## src/rtl/operand_fetch_pkg.sv

```systemverilog
// operand_fetch_pkg: shared sizing constants and response-buffer state encoding
package operand_fetch_pkg;
    localparam int DEF_WIDTH = 16;
    localparam int DEF_NREGS = 8;
    localparam int DEF_AW    = $clog2(DEF_NREGS);
    typedef enum logic {EMPTY = 1'b0, FULL = 1'b1} state_t;
endpackage

```

## src/rtl/reg16_en.sv

```systemverilog
// reg16_en: WIDTH-bit enable register with asynchronous active-low clear
module reg16_en #(
    parameter int WIDTH = operand_fetch_pkg::DEF_WIDTH
) (
    input  logic             clk,
    input  logic             rst_b,
    input  logic             en,
    input  logic [WIDTH-1:0] d,
    output logic [WIDTH-1:0] q
);
    always_ff @(posedge clk or negedge rst_b) begin
        if (!rst_b) q <= '0;
        else if (en) q <= d;
    end
endmodule

```

## src/rtl/operand_fetch.sv

```systemverilog
// operand_fetch: register file with write-through bypass and a one-entry
// snapshot response buffer (EMPTY/FULL) for operand reads
module operand_fetch
    import operand_fetch_pkg::*;
#(
    parameter int WIDTH = DEF_WIDTH,
    parameter int NREGS = DEF_NREGS,
    localparam int AW   = $clog2(NREGS)
) (
    input  logic             clk,
    input  logic             rst_b,
    input  logic             wr_en,
    input  logic [AW-1:0]    wr_addr,
    input  logic [WIDTH-1:0] wr_data,
    input  logic             req_valid,
    output logic             req_ready,
    input  logic [AW-1:0]    rs1,
    input  logic [AW-1:0]    rs2,
    output logic             rsp_valid,
    input  logic             rsp_ready,
    output logic [WIDTH-1:0] op_a,
    output logic [WIDTH-1:0] op_b
);
    logic [WIDTH-1:0] rf [NREGS];
    logic [WIDTH-1:0] op_a_q, op_b_q, op_a_d, op_b_d;
    state_t           state_q, state_d;
    logic             accept;

    for (genvar g = 0; g < NREGS; g++) begin : g_reg
        reg16_en #(.WIDTH(WIDTH)) u_reg (
            .clk  (clk),
            .rst_b(rst_b),
            .en   (wr_en && wr_addr == AW'(g)),
            .d    (wr_data),
            .q    (rf[g])
        );
    end

    // Same-edge writes are forwarded so a read never sees stale data.
    always_comb begin
        req_ready = (state_q == EMPTY) ? 1'b1 : rsp_ready;
        accept    = req_valid && req_ready;
        op_a_d    = (wr_en && wr_addr == rs1) ? wr_data : rf[rs1];
        op_b_d    = (wr_en && wr_addr == rs2) ? wr_data : rf[rs2];
        state_d   = accept ? FULL : (rsp_ready ? EMPTY : state_q);
    end

    always_ff @(posedge clk or negedge rst_b) begin
        if (!rst_b) begin
            state_q <= EMPTY;
            op_a_q  <= '0;
            op_b_q  <= '0;
        end else begin
            state_q <= state_d;
            if (accept) begin
                op_a_q <= op_a_d;
                op_b_q <= op_b_d;
            end
        end
    end

    assign rsp_valid = (state_q == FULL);
    assign op_a      = op_a_q;
    assign op_b      = op_b_q;
endmodule
```

## config.mk

```make
export PLATFORM = sky130hd
export DESIGN_NAME = operand_fetch
export DESIGN_NICKNAME = d
export VERILOG_FILES = /design/src/rtl/operand_fetch_pkg.sv /design/src/rtl/reg16_en.sv /design/src/rtl/operand_fetch.sv
export SDC_FILE = /design/constraint.sdc
export NUM_CORES = 1
export LEC_CHECK = 0
export ABC_AREA = 1
export CORE_MARGIN = 1
export CORE_UTILIZATION = 40
export CTS_CLUSTER_DIAMETER = 60
export DETAILED_ROUTE_END_ITERATION = 8
export MAX_ROUTING_LAYER = met4
export PLACE_DENSITY_LB_ADDON = 0.05
export SLEW_MARGIN = 20
export SYNTH_ARGS = -nofsm -noshare
export SYNTH_HDL_FRONTEND = slang
export SYNTH_HIERARCHICAL = 1
export SYNTH_SLANG_ARGS = --single-unit
```

## constraint.sdc

```tcl
create_clock -name clk -period 1.89 [get_ports clk]
set_clock_uncertainty 0.1 [all_clocks]
set_input_delay 0.4725 -clock clk [delete_from_list [all_inputs] [get_ports clk]]
set_output_delay 0.4725 -clock clk [all_outputs]
set_load 0.01 [all_outputs]
```

# After elaboration in Yosys (flattened, before gate mapping)
# Index checks and enable logic that the tools add are counted.
op_classes:
  bitwise_logic: 2
  n_reduce_logical: 13
  mux: 11
  eq_ne: 9
  magnitude_cmp: 2
op_table:
  columns: ["operator", "count"]
  rows:
  - ["$bmux 16 s3", 2]
  - ["$mux 16", 6]
  - ["$eq 3x3->1 const B", 4]
  - ["$logic_and 1x1->1", 11]
  - ["$ge 4x4->1 const B", 2]
  - ["$not 3->4", 2]
  - ["$eq 3x2->1 const B", 2]
  - ["$eq 3x3->1", 2]
  - ["$eq 3x1->1 const B", 1]
  - ["$logic_not 3->1", 1]
  - ["$mux 1", 3]
  - ["$reduce_bool 2->1", 1]
totals:
  register_bits: 161
  in_bits: 30
  elab_cells: 48

# Logic depth before layout (Yosys ltp)
# Gate-level depths: netlist of run 1.
logic_depth:
  depth_word: 5
  depth_mapped: 10
  depth_no_buf: 8

# Modules after synthesis
# Netlist of run 1, hierarchy kept.
by_module_without_submodules:
  columns: ["module", "area_per_inst_um2", "seq_area_each_um2", "n_inst", "cells_each"]
  rows:
  - ["reg16_en", 644.4, 400.4, 8, 68]
  - ["operand_fetch", 4508.1, 825.8, 1, 854]

# Least setup slack after synthesis of run 1
# No wires, ideal clock.
synth_timing:
  path_type: "input to register"
  startpoint: "input rs1[2]"
  endpoint: "register op_a_q[0], in the netlist op_a[0]"
  slack_ns: 0.345
  t_arrival_ns: 1.327
  path_buffers: 2
  required_ns: 1.672
  stages: 9
  path_cell_list: "buf_4 inv_2 nand2_1 nand2_2 nand2_4 clkinv_2 buf_8 nor2_2 o21ai_2"
synth_via:
  elab_chain_len: 5
synth_rtl:
  columns: ["item", "line", "source"]
  rows:
  - ["start, declared", "operand_fetch.sv:17", "input logic [AW-1:0] rs1,"]
  - ["$not 3->4 (not written as such)", "operand_fetch.sv:43", "op_a_d = (wr_en && wr_addr == rs1) ? wr_data : rf[rs1];"]
  - ["$bmux 16 s3", "operand_fetch.sv:43", null]
  - ["$mux 16 (not written as such) (2 in series)", "operand_fetch.sv:43", null]
  - ["$mux 16 *", "operand_fetch.sv:43", null]
  - ["end signal, assigned", "operand_fetch.sv:56", "op_a_q <= op_a_d;"]
  - ["end, declared", "operand_fetch.sv:25", "logic [WIDTH-1:0] op_a_q, op_b_q, op_a_d, op_b_d;"]
# Every way passes the cells marked *; elsewhere a longest branch is shown, timed or not. The select of a mux whose other input is x is not followed.
# A chain may end at the register's enable or synchronous reset.

# Worst setup path in the final report of run 1
layout_timing:
  startpoint: "input rsp_ready"
  endpoint: "output req_ready"
layout_via:
  elab_chain_len: 1
layout_rtl:
  columns: ["item", "line", "source"]
  rows:
  - ["start, declared", "operand_fetch.sv:20", "input logic rsp_ready,"]
  - ["$mux 1", "operand_fetch.sv:41", "req_ready = (state_q == EMPTY) ? 1'b1 : rsp_ready;"]
  - ["end, declared", "operand_fetch.sv:16", "output logic req_ready,"]
# Every way passes these cells.

==> results_dict.tcl, run 1 <==
set metrics [dict create \
    synth_top_area_share_pct 41.7 \
    worst_pin_slew_ns 0.515 \
    antenna_found_initial 1 \
    fmax_mhz 573 \
    grt_max_degree 42 \
    r2r_setup_slack_ns 0.56 \
    cts_buffers 17 \
    cp-start-kind "input port" \
    hold_slack_ns 0.373 \
    layout_setup_ws_ns 0.146 \
    clockPowerShare_pct 34.5 \
    postRouteAntennaNets 0 \
    ir_drop_mv 0.451 \
    htree_levels 4 \
    outcome "completed" \
    io_buffer_count 63 \
    gp_congestion 0.985 \
    yosys-top-cells-count "nand2_1 (700), nand3_1 (224), dfrtp_1 (161)" \
    switching_share_pct 32.5 \
    seq_power_share_pct 41.6 \
    cts_tree "built" \
    whs_endpoint "g_reg[4].u_reg/q[1]" \
    insertion_delay_ns 0.44 \
    critPathMaxStageDelay_ns 0.45 \
    dp_hpwl_mm 23.1 \
    synthXorXnorAreaFrac_pct 0 \
    dieArea_um2 24800 \
    synth_top_family_by_area "simple AND/OR/NAND/NOR gates" \
    critical_path_arrival_ns 1.17 \
    cp_top_family "buffers and inverters" \
    synth_fa_ha_area_share_pct 0 \
    power_frac_comb_pct 23.9 \
    rsz0062_at_grt "false" \
    min_from "g_reg[4].u_reg/q[1]" \
    rows 56 \
    crit_path_end_kind "output pin" \
    utilization_pct 49.7 \
    rr_startpoint "rsp_valid" \
    grt.overflow.total 0 \
    core_um2 23600 \
    slew_headroom_pct 65.5 \
    hold_path.class "flip-flop to flip-flop" \
    synth.net_count 1428 \
    grtUsageTotal_pct 28.8 \
    ioPinCount 64 \
    post_cts_buffers 0 \
    grt_first_pass_wirelength_mm 51.0 \
    vias 9255 \
    drc_errors 0 \
    crit_chain "clkdlybuf4s50_1 > inv_1 > nand2_1 > clkbuf_2" \
    netlist_area_um2 9660 \
    grt_pass1_vias 8533 \
    drtIter0Drc 836 \
    totalWireLength_mm 33.1 \
    synth.avg_cell_area_um2 6.91 \
    finalSetupViolCount 0 \
    synth_area_leaders "dfrtp_1 (42%), nand2_1 (27%), nand3_1 (12%)" \
    slew_violations 0 \
    cp.depth 4 \
    ys_seq_elements 161 \
    p_leak_uw 0.00623 \
    synthSimpleGateAreaFrac_pct 45.2 \
    criticalPathCategory "input port to output pin" \
    ys_types 28 \
    required_ns 1.32 \
    finalHoldViolations 0 \
    syn_inst 1398 \
    cp_slowest_cell "clkdlybuf4s50_1" \
    ff2ff_path_depth 8 \
    p_per_area_nw_per_um2 943 \
    p_int_uw 7470 \
    ctsRootBufferMaster "clkbuf_16" \
    synth_top_flop_cell "dfrtp_1" \
    synth_top_area_cell "dfrtp_1" \
    r2r_end "op_b[1]" \
    routedWlPerCell_um 18.1 \
    critPathBufInv 3 \
    drive_gt1_share_pct 15.1 \
    pre_cts_ws_ns -0.412 \
    final_nets 1525 \
    path_clk_slew_ns 0.07 \
    drt-pass1-iter-count 5 \
    die_width_um 157 \
    die_h_um 157 \
    synth_edf_count 0 \
    cp_max_fo 2 \
    period_share_pct 92.3 \
    clock-sinks 161 \
    floorplan.initialDensity_pct 40.9 \
    synth_mux_area_share_pct 0 \
    synthToLayoutAreaGrowth_pct 21.5 \
    cap_violations 0 \
    synth_compound_area_share_pct 2.12 \
    clock_path_buffers 2 \
    p_sw_uw 3600 \
    min_path_cells 2 \
    synth_most_common_cell "nand2_1" \
    vias_per_cell 5.06 \
    min_period_ns 1.74 \
    ys_async_sr_fraction_pct 100 \
    yosysSeqAreaShare_pct 41.7 \
    ys.warnings.count 6 \
]
## stage by stage
stage	instances	area [um2]	TNS, ns	total power, uW
after detailed placement	1794	11100	-33.79	7390
final	1828	11700	0	11100
after global placement	1794	11100	-32.37	7340
after CTS	1827	11700	0	11100
after global routing	1828	11700	0	11700
after floorplan	1398	9660	0	6190
## cell families (layout without fill, tap and decap cells)
| group | Yosys count | after routing |
|---|---|---|
| other | 0 | 1 |
| buffers and inverters | 179 | 289 |
| DFF | 161 | 161 |
| AOI/OAI and AO/OA | 32 | 32 |
| and+or+nand+nor | 1026 | 1026 |
## sequential cells by signal (all words and copies together), names as in the netlist
register   count
g.u_reg/q    128
op_a          16
rsp_valid      1
op_b          16
## worst max path at each step
stage | slack (ns) | start | end
5_1_grt | 0.03 | wr_en | g_reg[1].u_reg/q[8]
4_1_cts | 0.00006 | op_b[2] | op_b[2]
2_1_floorplan | 0.34 | rs1[2] | op_a[0]
6_report | 0.15 | rsp_ready | req_ready
3_5_place_dp | -0.41 | rs2[1] | op_b[7]
3_3_place_gp | -0.43 | rs2[1] | op_b[9]
## cell usage in the layout, fill, tap and decap left out, types with 2 or more instances in the layout
cell type        instances
nand2_4                  3
nor2_8                   2
clkdlybuf4s50_1         25
clkbuf_8                 2
clkbuf_1                 2
bufinv_16                4
o21ai_2                 10
buf_2                    2
a21oi_2                  2
o21ai_1                 11
nand2_1                700
inv_1                   78
a21oi_1                  9
inv_2                    7
nand3_1                224
nand3_2                  2
dlygate4sd2_1           28
buf_12                  28
inv_6                   10
nand3b_1                 5
clkinv_4                 4
nor2_1                  30
clkbuf_16               17
dlymetal6s2s_1           6
dfrtp_1                161
clkinv_2                 2
nand2_2                 47
buf_4                   69
nor2_2                  12
## repair_timing
item                       4_1_cts  5_1_grt
setup endpoints to repair       29        8
gates resized for setup         29        8
gates cloned                     0        0
hold buffers                     1        0
hold endpoints to repair        33        0
## area by class of cell
cell class,instances,area [um2]
multi-input cells,1058,4580
diodes,1,2.50
flip-flops and latches,161,4030
clock inverters,11,178
clock buffers,21,460
inverters,96,404
well taps,319,399
repair buffers,161,1690
fillers,2441,11900
## power groups by stage
stage | Sequential, uW | Combinational [uW] | Clock (uW)
after global placement | 4650 | 2690 | 0
after CTS | 4600 | 2650 | 3880
final | 4610 | 2650 | 3820
after global routing | 4680 | 2980 | 4020
after floorplan | 4600 | 1580 | 0
after detailed placement | 4660 | 2730 | 0
## worst min-delay path: cells and delay by family, from the launching register on
| family | cells | cell delay [ns] |
|---|---|---|
| DFF | 1 | 0.34 |
| and+or+nand+nor | 2 | 0.10 |
## metal layers
layer  global-route usage, %  part of all wire, %
met4                    8.09                  1.5
met2                    42.1                   44
met3                    5.75                  7.4
met5                       -                    0
met1                    40.0                   47
(Power assumes the default switching activity.)
==> inputs of run 2 (changes only) <==
--- a/config.mk
+++ b/config.mk
@@ -6,6 +6,7 @@
 export NUM_CORES = 1
 export LEC_CHECK = 0
 export ABC_AREA = 1
+export ABC_CLOCK_PERIOD_IN_PS = 1890
 export CORE_MARGIN = 1
 export CORE_UTILIZATION = 40
 export CTS_CLUSTER_DIAMETER = 60
==> results of run 2 <==
No change in the layout: final DEF, timing and power equal those of run 1.
==> inputs of run 3 (changes only) <==
--- a/config.mk
+++ b/config.mk
@@ -6,7 +6,7 @@
 export NUM_CORES = 1
 export LEC_CHECK = 0
 export ABC_AREA = 1
-export ABC_CLOCK_PERIOD_IN_PS = 1890
+export ABC_CLOCK_PERIOD_IN_PS = 1750
 export CORE_MARGIN = 1
 export CORE_UTILIZATION = 40
 export CTS_CLUSTER_DIAMETER = 60
==> constraint.sdc (replaced) <==
create_clock -name clk -period 1.75 [get_ports clk]
set_clock_uncertainty 0.1 [all_clocks]
set_input_delay 0.4375 -clock clk [delete_from_list [all_inputs] [get_ports clk]]
set_output_delay 0.4375 -clock clk [all_outputs]
set_load 0.01 [all_outputs]
==> run 3 against run 2 <==
Net effect: critical path depth rose by 6; sequential share of layout area about the same; flip-flop and latch count did not move; setup slack got worse by 0.077 ns; highest routed layer unchanged; via count up 0.33%; die area unchanged; cell area hardly changed; global-route usage is 0.47 points higher; first-iteration DRC count up 9.2%; register-to-register slack worse by 0.11 ns.
==> results_dict.tcl, run 3 (synthesis results as in run 1) <==
set metrics [dict create \
    multi_input_area_um2 4590 \
    grt_first_pass_wirelength_mm 51.8 \
    p_per_area_nw_per_um2 1020 \
    totalWireLength_mm 33.2 \
    regMostFlops "g.u_reg/q" \
    floorplan.initialDensity_pct 40.9 \
    cap_violations 0 \
    cts_tree "built" \
    grt_max_degree 47 \
    drc_errors 0 \
    grtUsageTotal_pct 29.2 \
    pre_cts_ws_ns -0.448 \
    min_from "op_a[13]" \
    mostFrequentLayoutCell "nand2_1" \
    synthToLayoutAreaGrowth_pct 21.3 \
    period_share_pct 96.0 \
    critPathMaxStageDelay_ns 0.53 \
    ctsRootBufferMaster "clkbuf_16" \
    min_path_cells 2 \
    slew_violations 0 \
    dp_hpwl_mm 22.8 \
    cp_top_family "buffers and inverters" \
    nFillCells 2430 \
    vias_per_cell 5.07 \
    whs_endpoint "op_a[13]" \
    ir_drop_mv 0.608 \
    die_h_um 157 \
    layout_setup_ws_ns 0.0691 \
    cp_max_fo 16 \
    antenna_found_initial 0 \
    ioPinCount 64 \
    vias 9286 \
    grt_pass1_vias 8655 \
    clock-sinks 161 \
    ff2ff_path_depth 8 \
    utilization_pct 49.7 \
    io_buffer_count 63 \
    grt.overflow.total 0 \
    dieArea_um2 24800 \
    core_um2 23600 \
    cp-start-kind "input port" \
    worst_pin_slew_ns 0.557 \
    r2r_setup_slack_ns 0.45 \
    path_clk_slew_ns 0.06 \
    rows 56 \
    insertion_delay_ns 0.44 \
    largest_reg_flops 128 \
    finalSetupViolCount 0 \
    rr_startpoint "rsp_valid" \
    ff_latch_area_um2 4030 \
    min_period_ns 1.68 \
    drt-pass1-iter-count 5 \
    gp_congestion 0.867 \
    die_width_um 157 \
    crit_chain "clkdlybuf4s50_1 > inv_1 > nor2_2 > inv_1 > buf_4 > nor2_2 > buf_4 > inv_6 > nand2_1 > nand2_1" \
    hold_slack_ns 0.374 \
    diodes 0 \
    critical_path_arrival_ns 1.90 \
    fmax_mhz 595 \
    criticalPathCategory "input port to flip-flop" \
    post_cts_buffers 0 \
    drtIter0Drc 913 \
    routedWlPerCell_um 18.1 \
    final_cell_mix "nand2_1 (700), nand3_1 (224), dfrtp_1 (161)" \
    crit_path_end_kind "flip-flop" \
    slew_headroom_pct 62.8 \
    required_ns 1.97 \
    outcome "completed" \
    critPathBufInv 6 \
    drive_gt1_share_pct 15.6 \
    postRouteAntennaNets 0 \
    htree_levels 4 \
    cts_buffers 17 \
    hold_path.class "flip-flop to flip-flop" \
    finalHoldViolations 0 \
    p_leak_uw 0.00620 \
    clock_path_buffers 2 \
    cp_slowest_cell "clkdlybuf4s50_1" \
    r2r_end "op_a[11]" \
    final_nets 1530 \
]
## run 3: cell count changes in the layout (fill, tap and decap cells not counted), sizes merged, moves of 3 or more
cell,change
dlymetal6s2s,-4
buf,+6
clkinv,-4
dlygate4sd2,+5
clkinvlp,+3
## run 3: where the power goes
group | total (uW) | leakage [uW] | switching (uW) | internal [uW]
clock | 4170 | 0.000305 | 1570 | 2600
sequential | 4970 | 0.00201 | 538 | 4430
combinational | 2850 | 0.00388 | 1700 | 1150
## run 3: worst reg2reg max path, stage by stage, from the launching register on
cell and delay [ns]:
dfrtp_1 0.34, nand2_1 0.07, buf_4 0.13, nand2_1 0.07
clkinv_1 0.11, buf_12 0.18, nand2_1 0.09, inv_1 0.04
a21oi_1 0.11
## run 3: how the worst max path moves through the flow
stage | start | endpoint | slack (ns) | cells after the start
final | wr_en | g_reg[1].u_reg/q[2] | 0.07 | 10
after global routing | wr_en | g_reg[1].u_reg/q[2] | -0.001 | 10
after CTS | rs2[1] | op_b[5] | 0.004 | 8
after detailed placement | rs2[1] | op_b[5] | -0.45 | 8
after global placement | rs1[1] | op_a[15] | -0.46 | 9
after floorplan | rs1[2] | op_a[0] | 0.24 | 9
## run 3: final cells by class
class,instances,share of cell area [%]
Timing Repair Buffer,166,14.1
Sequential cell,161,34.4
Multi-Input combinational cell,1058,39.2
Clock buffer,21,3.93
Inverter,96,3.48
Tap cell,319,3.40
Clock inverter,10,1.56
## run 3: timing repair
action                                  4_1_cts  5_1_grt
pin swaps                                     0        0
endpoints found under the hold margin        38        0
endpoints found under the setup margin       34       98
hold buffers                                  1        0
gates resized for setup                      37       12
## run 3: per-stage QoR
stage	cells	TNS, ns	area (um2)	total power, uW
6_report	1831	0	11700	12000
4_1_cts	1831	0	11700	12000
5_1_grt	1831	-0.00134	11700	12700
2_1_floorplan	1398	0	9660	6680
3_3_place_gp	1799	-56.40	11100	7910
3_5_place_dp	1799	-57.87	11100	7950
## run 3: metal layers
metal / part of all wire [%] / track usage, % / vias up / wire length [um]
met5: 0 / - / - / 0
li1: - / - / 4530 / -
met2: 45 / 43.8 / 355 / 14800
met3: 7.0 / 4.41 / 40 / 2310
met1: 47 / 40.7 / 4361 / 15500
met4: 1.5 / 8.46 / 0 / 506
